### src/rtl/hand_deal_ctrl.sv
// hand_deal_ctrl: deals one hand of unique cards from a valid/ready deck source into the
// hand memory, then waits (bounded) for the memory to report the hand as full.
module hand_deal_ctrl #(
    parameter int unsigned HAND_SIZE    = 5,
    parameter int unsigned CARD_W       = 6,
    parameter int unsigned FULL_TIMEOUT = 16
) (
    input  logic              i_clk,
    input  logic              i_rst,
    input  logic              i_start,
    input  logic              i_abort,
    input  logic              i_card_valid,
    input  logic [CARD_W-1:0] i_card_data,
    output logic              o_card_ready,
    input  logic              i_hand_full,
    output logic              o_mem_clr,
    output logic              o_we,
    output logic [2:0]        o_waddr,
    output logic [CARD_W-1:0] o_card_in,
    output logic              o_busy,
    output logic              o_done,
    output logic              o_dup_seen,
    output logic              o_err
);

    localparam int unsigned CntW = $clog2(HAND_SIZE + 1);
    localparam int unsigned ToW  = $clog2(FULL_TIMEOUT + 1);

    typedef enum logic [2:0] {
        StIdle,
        StClear,
        StDeal,
        StWaitFull,
        StDone,
        StError
    } state_e;

    state_e              r_state;
    state_e              w_state_d;
    logic [CntW-1:0]     r_count;
    logic [ToW-1:0]      r_to_cnt;
    logic [CARD_W-1:0]   r_dealt [HAND_SIZE];
    logic [HAND_SIZE-1:0] r_dealt_vld;
    logic                r_we;
    logic [2:0]          r_waddr;
    logic [CARD_W-1:0]   r_card_in;
    logic                r_done;
    logic                r_dup;
    logic                r_mem_clr;
    logic                w_xfer;
    logic                w_match;

    assign o_card_ready = (r_state == StDeal);
    assign o_busy       = (r_state == StClear) || (r_state == StDeal) || (r_state == StWaitFull);
    assign o_err        = (r_state == StError);
    assign o_we         = r_we;
    assign o_waddr      = r_waddr;
    assign o_card_in    = r_card_in;
    assign o_done       = r_done;
    assign o_dup_seen   = r_dup;
    assign o_mem_clr    = r_mem_clr;

    assign w_xfer = i_card_valid && o_card_ready;

    // Duplicate check of the offered card against every slot already dealt this hand.
    always_comb begin
        w_match = 1'b0;
        for (int i = 0; i < HAND_SIZE; i++) begin
            if (r_dealt_vld[i] && (r_dealt[i] == i_card_data)) begin
                w_match = 1'b1;
            end
        end
    end

    // Next-state decode; abort overrides everything, including start and a same-cycle transfer.
    always_comb begin
        w_state_d = r_state;
        if (i_abort) begin
            w_state_d = StIdle;
        end else begin
            case (r_state)
                StIdle:  if (i_start) w_state_d = StClear;
                StClear: w_state_d = StDeal;
                StDeal: begin
                    if (w_xfer && !w_match && (r_count == CntW'(HAND_SIZE - 1))) begin
                        w_state_d = StWaitFull;
                    end
                end
                StWaitFull: begin
                    // hand_full is only trusted once the final write has left the port
                    if (!r_we && i_hand_full) begin
                        w_state_d = StDone;
                    end else if (r_to_cnt == ToW'(FULL_TIMEOUT - 1)) begin
                        w_state_d = StError;
                    end
                end
                StDone:  w_state_d = StIdle;
                StError: if (i_start) w_state_d = StClear;
                default: w_state_d = StIdle;
            endcase
        end
    end

    // State register, counters, dealt-card registers and registered memory-port outputs.
    always_ff @(posedge i_clk) begin
        if (i_rst) begin
            r_state     <= StIdle;
            r_count     <= '0;
            r_to_cnt    <= '0;
            r_dealt_vld <= '0;
            r_we        <= 1'b0;
            r_waddr     <= '0;
            r_card_in   <= '0;
            r_done      <= 1'b0;
            r_dup       <= 1'b0;
            r_mem_clr   <= 1'b0;
            for (int i = 0; i < HAND_SIZE; i++) begin
                r_dealt[i] <= '0;
            end
        end else begin
            r_state   <= w_state_d;
            r_we      <= 1'b0;
            r_dup     <= 1'b0;
            r_done    <= (w_state_d == StDone);
            r_mem_clr <= (w_state_d == StClear);
            if (i_abort) begin
                r_count  <= '0;
                r_to_cnt <= '0;
            end else begin
                case (r_state)
                    StClear: begin
                        r_count     <= '0;
                        r_to_cnt    <= '0;
                        r_dealt_vld <= '0;
                        for (int i = 0; i < HAND_SIZE; i++) begin
                            r_dealt[i] <= '0;
                        end
                    end
                    StDeal: begin
                        if (w_xfer && w_match) begin
                            r_dup <= 1'b1;
                        end else if (w_xfer) begin
                            for (int i = 0; i < HAND_SIZE; i++) begin
                                if (CntW'(i) == r_count) begin
                                    r_dealt[i]     <= i_card_data;
                                    r_dealt_vld[i] <= 1'b1;
                                end
                            end
                            r_we      <= 1'b1;
                            r_waddr   <= 3'(r_count);
                            r_card_in <= i_card_data;
                            r_count   <= r_count + 1'b1;
                        end
                    end
                    StWaitFull: r_to_cnt <= r_to_cnt + 1'b1;
                    default: ;
                endcase
            end
        end
    end

endmodule
### config.mk
export PLATFORM = sky130hd
export DESIGN_NAME = hand_deal_ctrl
export DESIGN_NICKNAME = d
export VERILOG_FILES = /design/src/rtl/hand_deal_ctrl.sv
export SDC_FILE = /design/constraint.sdc
export NUM_CORES = 1
export LEC_CHECK = 0
export ABC_AREA = 1
export CORE_ASPECT_RATIO = 1.4
export CORE_MARGIN = 4
export CORE_UTILIZATION = 61
export CTS_CLUSTER_DIAMETER = 100
export DETAILED_ROUTE_END_ITERATION = 10
export PLACE_DENSITY = 0.84
export REMOVE_ABC_BUFFERS = 1
export SYNTH_ARGS = -nofsm -noshare
export SYNTH_HDL_FRONTEND = slang
export SYNTH_SLANG_ARGS = --single-unit
### constraint.sdc
create_clock -name i_clk -period 4.61 [get_ports i_clk]
set_input_delay 0.6915 -clock i_clk [delete_from_list [all_inputs] [get_ports i_clk]]
set_output_delay 0.6915 -clock i_clk [all_outputs]
set_load 0.1 [all_outputs]
==> results of run 1 <==
metal layers:
layer	GRT usage [%]	routed length, um
met4	12.4	223
met3	5.74	308
met1	28.8	2660
met2	43.7	3690
met5	0	0
power groups by stage:
stage                     clock network [mW]  registers [mW]  logic (mW)
after detailed placement                   0           0.584      0.0985
after floorplan                            0           0.591      0.0550
after global placement                     0           0.584      0.0971
after global routing                   0.452           0.574       0.110
final                                  0.424           0.573       0.100
after CTS                              0.426           0.573      0.0992
cells by family after synthesis:
logic type	count (synthesis)	share of synthesized area [%]
compound gates	45	8.91
simple gates	189	28.6
xor+xnor	2	0.597
buf+inv	65	8.44
fa+ha+maj	7	2.98
flops	59	50.5
cell usage after synthesis (3+ instances only):
library cell,n
inv_1,54
nor2_1,51
o21ai_0,5
nand3_2,3
dfxtp_1,29
nand2_1,103
nor2_4,3
nor2_2,3
inv_2,8
o21ai_1,11
ha_1,7
nand2_2,3
a21oi_1,23
edfxtp_1,30
nand3_1,15
path summary, 6_finish.rpt:
path	depth (start not counted)	slack (ns)	end	startpoint
worst max register to register	8	2.25	r_dealt[0][26]	r_dealt[0][4]
worst min register to register	2	0.47	r_to_cnt[4]	r_to_cnt[4]
worst min-delay path	2	0.47	r_to_cnt[4]	r_to_cnt[4]
worst max-delay path	10	1.58	r_dealt[0][26]	i_card_data[4]
stage by stage:
stage,area (sq um),util (%)
2_1_floorplan,2920,-
4_1_cts,3450,74.9
6_report,3450,74.9
3_3_place_gp,3270,71.0
3_5_place_dp,3270,71.0
5_1_grt,3450,74.9
registers in the layout, summed over array words and instances (netlist names):
name,cells
o_card_in,6
o_done,1
o_dup_seen,1
o_mem_clr,1
o_waddr,3
o_we,1
r_count,3
r_dealt,30
r_dealt_vld,5
r_state,3
r_to_cnt,5
area by class of cell:
class | instances | share of cell area, %
clock buffer | 12 | 4.53
timing repair buffer | 27 | 7.83
clock inverter | 4 | 0.689
sequential | 59 | 42.9
multi-input combinational | 243 | 34.9
inverter | 63 | 6.85
tap | 62 | 2.25
worst max-delay path: cells and delay by family:
kind / cells / cell delay, ns
buffers and inverters: 2 / 0.73
and+or+nand+nor: 7 / 0.80
AOI/OAI and AO/OA: 1 / 0.76
==> flow_summary_export.csv, run 1 <==
group,metric,value,unit
run_status,status,"finished, final reports clean",
timing,finClkSkew,0.00966,ns
placement,dp.cells,454,
final_layout,ff_latch_area,1480,sq um
power,p_int,0.821,mW
critical_path,cp_max_fo,7,
final_layout,layout_commonest_cell,"nand2_1",
timing,fin_setup_tns,0,ns
timing,hold_ws,0.469,ns
power,share_comb_of_total_power,9.1,%
critical_path,crit_chain,"clkdlybuf4s50_1, inv_2, or2_0, nand3_1, nor2_1, nand2_2, nand3_2, nor2_4, nand3_1, o21ai_0",
clock_network,clk_pin_slew_worst_paths,0.06,ns
logic_synthesis,synth_seq_cells,59,
placement,hpwlAfterDp,5250,um
logic_synthesis,synth_area_leaders,"edfxtp_1, dfxtp_1, nand2_1",
critical_path,worst_ep_required_time,4.57,ns
route,ant_nets,0,
logic_synthesis,seq_area_frac_synth,50.5,%
timing,min_period,3.03,ns
final_layout,antenna_cells,0,
global_routing,grt_pass1_vias,2526,
logic_synthesis,synth-main-ff-cell,"edfxtp_1",
critical_path,cp_common_cell,"nand3_1",
critical_path,cpMaxStageDelayCell,"o21ai_0",
final_layout,drive_gt1_share,9.80,%
clock_network,cts_sinks,59,
timing,worstMarginPinSlew,0.976,ns
route,viasPerCell,5.32,
clock_network,ctsRootBufferMaster,"clkbuf_8",
placement,pre_cts_slack,1.28,ns
clock_network,hold_buffers,0,
timing,max_slew_margin,34.7,%
power,p_total,1.10,mW
timing,hold_violations,0,
global_routing,antenna_found_initial,0,
power,peakVddDrop,226,uV
worst_hold_path,hold_path.class,"register to register",
global_routing,overflow,0,
floorplan,die_x,66.6,um
power,swShare,25.2,%
floorplan,die_area,6000,sq um
route,drt_iter0_drc,193,
route,drc,0,
final_layout,multi_input_area,1210,sq um
clock_network,cts_buffer_depth,2,
timing,rsz0062_at_grt,"false",
clock_network,clock_latency,0.34,ns
clock_network,htree_levels,3,
route,vias,2499,
timing,timing.final.crit_share,65.6,%
final_layout,fillers,344,
timing,fmax,0.330,GHz
final_layout,area_growth,17.6,%
final_layout,layout_common_cells,"nand2_1, inv_1, nor2_1, edfxtp_1, dfxtp_1",
floorplan,die_height,90.1,um
logic_synthesis,netlist_area,2940,sq um
timing,worst_slack,1.58,ns
floorplan,io_pins,28,
critical_path,critical_path_class,"input pin to register",
clock_network,ctsResizeCount,0,
logic_synthesis,yosysUniqueCellTypes,33,
flow_run,drv_cap,0,
clock_network,cts_buffers,9,
logic_synthesis,yosysWarningCount,0,
global_routing,grt_max_degree,12,
critical_path,end_kind,"register",
final_layout,nets,422,
logic_synthesis,syn_avg_cell_area,8.00,sq um
floorplan,core_area,4610,sq um
global_routing,grt_pass1_wl,11500,um
power,p_per_area,318,nW/um^2
logic_synthesis,syn-instance-count,367,
route,first_pass_iters,5,
logic_synthesis,synth.top_cell.area_share,30.7,%
logic_synthesis,async_flop_share,0,%
floorplan,rows,29,
critical_path,crit_arrival,2.98,ns
clock_network,cts_setup_buffers,0,
global_routing,grt_util_all_layers,25.4,%
placement,port_buffers,27,
critical_path,start_kind,"input pin",
logic_synthesis,synth_area_leader_cell,"edfxtp_1",
logic_synthesis,synth_enable_flop_cells,30,
timing,setup-violations-final,0,
power,power_switching,0.276,mW
route,finalWirelength,6880,um
placement,globalplace.congestion,0.886,
final_layout,final_cells,470,
power,p_leak,1.51,nW
floorplan,initial_core_util,63.7,%
timing,maxSlewViolCount,0,
route,wl_per_cell,14.6,um
power,seq_power_share,52.3,%
clock_network,cts_tree,"built",
power,clkPwrFrac,38.6,%
critical_path,crit_path_max_incr_delay,0.76,ns
Note: power is estimated with default switching activity, not from simulation.
==> run 2: changes to the inputs <==
- CORE_UTILIZATION: 61 -> 51
- PLACE_DENSITY: 0.84 -> 0.75
- clock period: 4.61 -> 2.6 ns (I/O delays scaled with it)
==> run 2 against run 1 <==
Against the previous run:
- total power increased by 93%
- clock power grew 110%
- routed wire length increased by 4.4%
- worst hold slack got worse by 0.0091 ns
==> flow_summary_export.csv, run 2 (synthesized netlist as in run 1, its figures left out) <==
group,metric,value,unit
final_layout,area_growth,26.2,%
run_status,status,"finished, final reports clean",
global_routing,overflow,0,
route,viasPerCell,5.06,
critical_path,worst_ep_required_time,2.66,ns
timing,maxSlewViolCount,0,
clock_network,cts_buffer_depth,2,
power,clkPwrFrac,42.1,%
floorplan,io_pins,28,
global_routing,grt_pass1_wl,11900,um
clock_network,cts_sinks,59,
clock_network,ctsResizeCount,0,
final_layout,layout_common_cells,"nand2_1, inv_1, nor2_1, buf_4, edfxtp_1",
placement,hpwlAfterDp,5480,um
power,p_per_area,571,nW/um^2
timing,rsz0062_at_grt,"false",
placement,port_buffers,27,
route,first_pass_iters,4,
timing,hold_violations,0,
route,drt_iter0_drc,156,
timing,fmax,0.429,GHz
clock_network,cts_tree,"built",
critical_path,reg2reg_from,"r_state[0]",
critical_path,cp_common_cell,"nand3_1",
critical_path,critical_path_class,"input pin to register",
timing,finClkSkew,0.0153,ns
critical_path,end_kind,"register",
clock_network,cts_setup_buffers,0,
timing,worstMarginPinSlew,0.636,ns
global_routing,grt_max_degree,12,
clock_network,clk_pin_slew_worst_paths,0.06,ns
flow_run,drv_cap,0,
power,p_leak,1.72,nW
final_layout,largest_reg_flops,30,
power,peakVddDrop,651,uV
timing,fin_setup_tns,0,ns
power,share_comb_of_total_power,9.9,%
route,vias,2553,
power,seq_power_share,48.0,%
power,power_switching,0.498,mW
critical_path,startpoint,"i_card_data[4]",
timing,setup-violations-final,0,
critical_path,crit_arrival,2.38,ns
worst_hold_path,hold_path.class,"register to register",
global_routing,antenna_found_initial,0,
floorplan,die_x,72.1,um
clock_network,cts_buffers,9,
route,drc,0,
critical_path,crit_path_max_incr_delay,0.61,ns
global_routing,grt_pass1_vias,2498,
final_layout,fin_util,66.6,%
critical_path,crit_chain,"clkdlybuf4s50_1, inv_2, or2_0, nand3_1, nor2_1, nand2_2, nand3_2, nor2_4, nand3_1, o21ai_0, buf_4",
critical_path,cp_max_fo,7,
floorplan,initial_core_util,52.7,%
placement,globalplace.congestion,0.930,
final_layout,layout_commonest_cell,"nand2_1",
clock_network,clock_latency,0.35,ns
critical_path,start_kind,"input pin",
global_routing,grt_util_all_layers,22.5,%
timing,min_period,2.33,ns
route,wl_per_cell,14.2,um
final_layout,top_register,"r_dealt",
clock_network,hold_buffers,0,
final_layout,antenna_cells,0,
final_layout,nets,451,
floorplan,die_area,7050,sq um
critical_path,cpMaxStageDelayCell,"clkdlybuf4s50_1",
floorplan,core_area,5570,sq um
final_layout,drive_gt1_share,19.5,%
final_layout,final_cells,505,
route,finalWirelength,7190,um
floorplan,rows,32,
clock_network,htree_levels,3,
clock_network,ctsRootBufferMaster,"clkbuf_8",
worst_hold_path,hold_path.startpoint,"r_dealt_vld[3]",
route,ant_nets,0,
power,p_total,2.11,mW
timing,max_slew_margin,57.3,%
floorplan,die_height,97.8,um
power,swShare,23.5,%
timing,timing.final.crit_share,89.6,%
placement,dp.cells,489,
power,p_int,1.62,mW
run 2: stage by stage:
stage	setup slack [ns]	hold slack [ns]	area, sq um
after floorplan	-0.290	0.430	2920
after global placement	0.00707	0.452	3490
after detailed placement	-0.0626	0.453	3490
after CTS	0.306	0.462	3700
after global routing	0.108	0.498	3700
final	0.272	0.460	3700
run 2: critical path: cells and delay by family:
family	cells	cell delay, ns
compound gates	1	0.23
buf+inv	3	0.94
simple gates	7	0.82
run 2: final timing paths:
| path | slack [ns] | endpoint | cells past startpoint |
|---|---|---|---|
| worst max-delay path | 0.27 | r_dealt[0][24] | 11 |
| worst min register to register | 0.46 | r_dealt_vld[3] | 2 |
| worst max register to register | 0.52 | r_dealt[0][24] | 7 |
| worst min-delay path | 0.46 | r_dealt_vld[3] | 2 |
run 2: routing by layer:
metal,track usage (%),vias up,share of wire (%),routed length (um)
li1,-,1295,-,-
met5,0,-,0,0
met1,26.6,1163,40,2890
met2,36.7,77,51,3660
met3,5.87,18,5.5,394
met4,11.9,0,3.5,250
run 2: layout make-up:
type / instances / area [sq um]
fill: 487 / 1860
sequential: 59 / 1480
multi-input combinational: 243 / 1210
timing repair buffer: 56 / 485
inverter: 63 / 236
clock buffer: 11 / 131
tap: 68 / 85.1
clock inverter: 5 / 78.8
run 2: power by group through the flow:
| stage | Combinational (mW) | Sequential [mW] | Clock [mW] |
|---|---|---|---|
| after CTS | 0.208 | 1.02 | 0.911 |
| after global placement | 0.206 | 1.03 | 0 |
| after detailed placement | 0.207 | 1.04 | 0 |
| final | 0.209 | 1.02 | 0.890 |
| after floorplan | 0.0976 | 1.05 | 0 |
| after global routing | 0.227 | 1.02 | 0.964 |
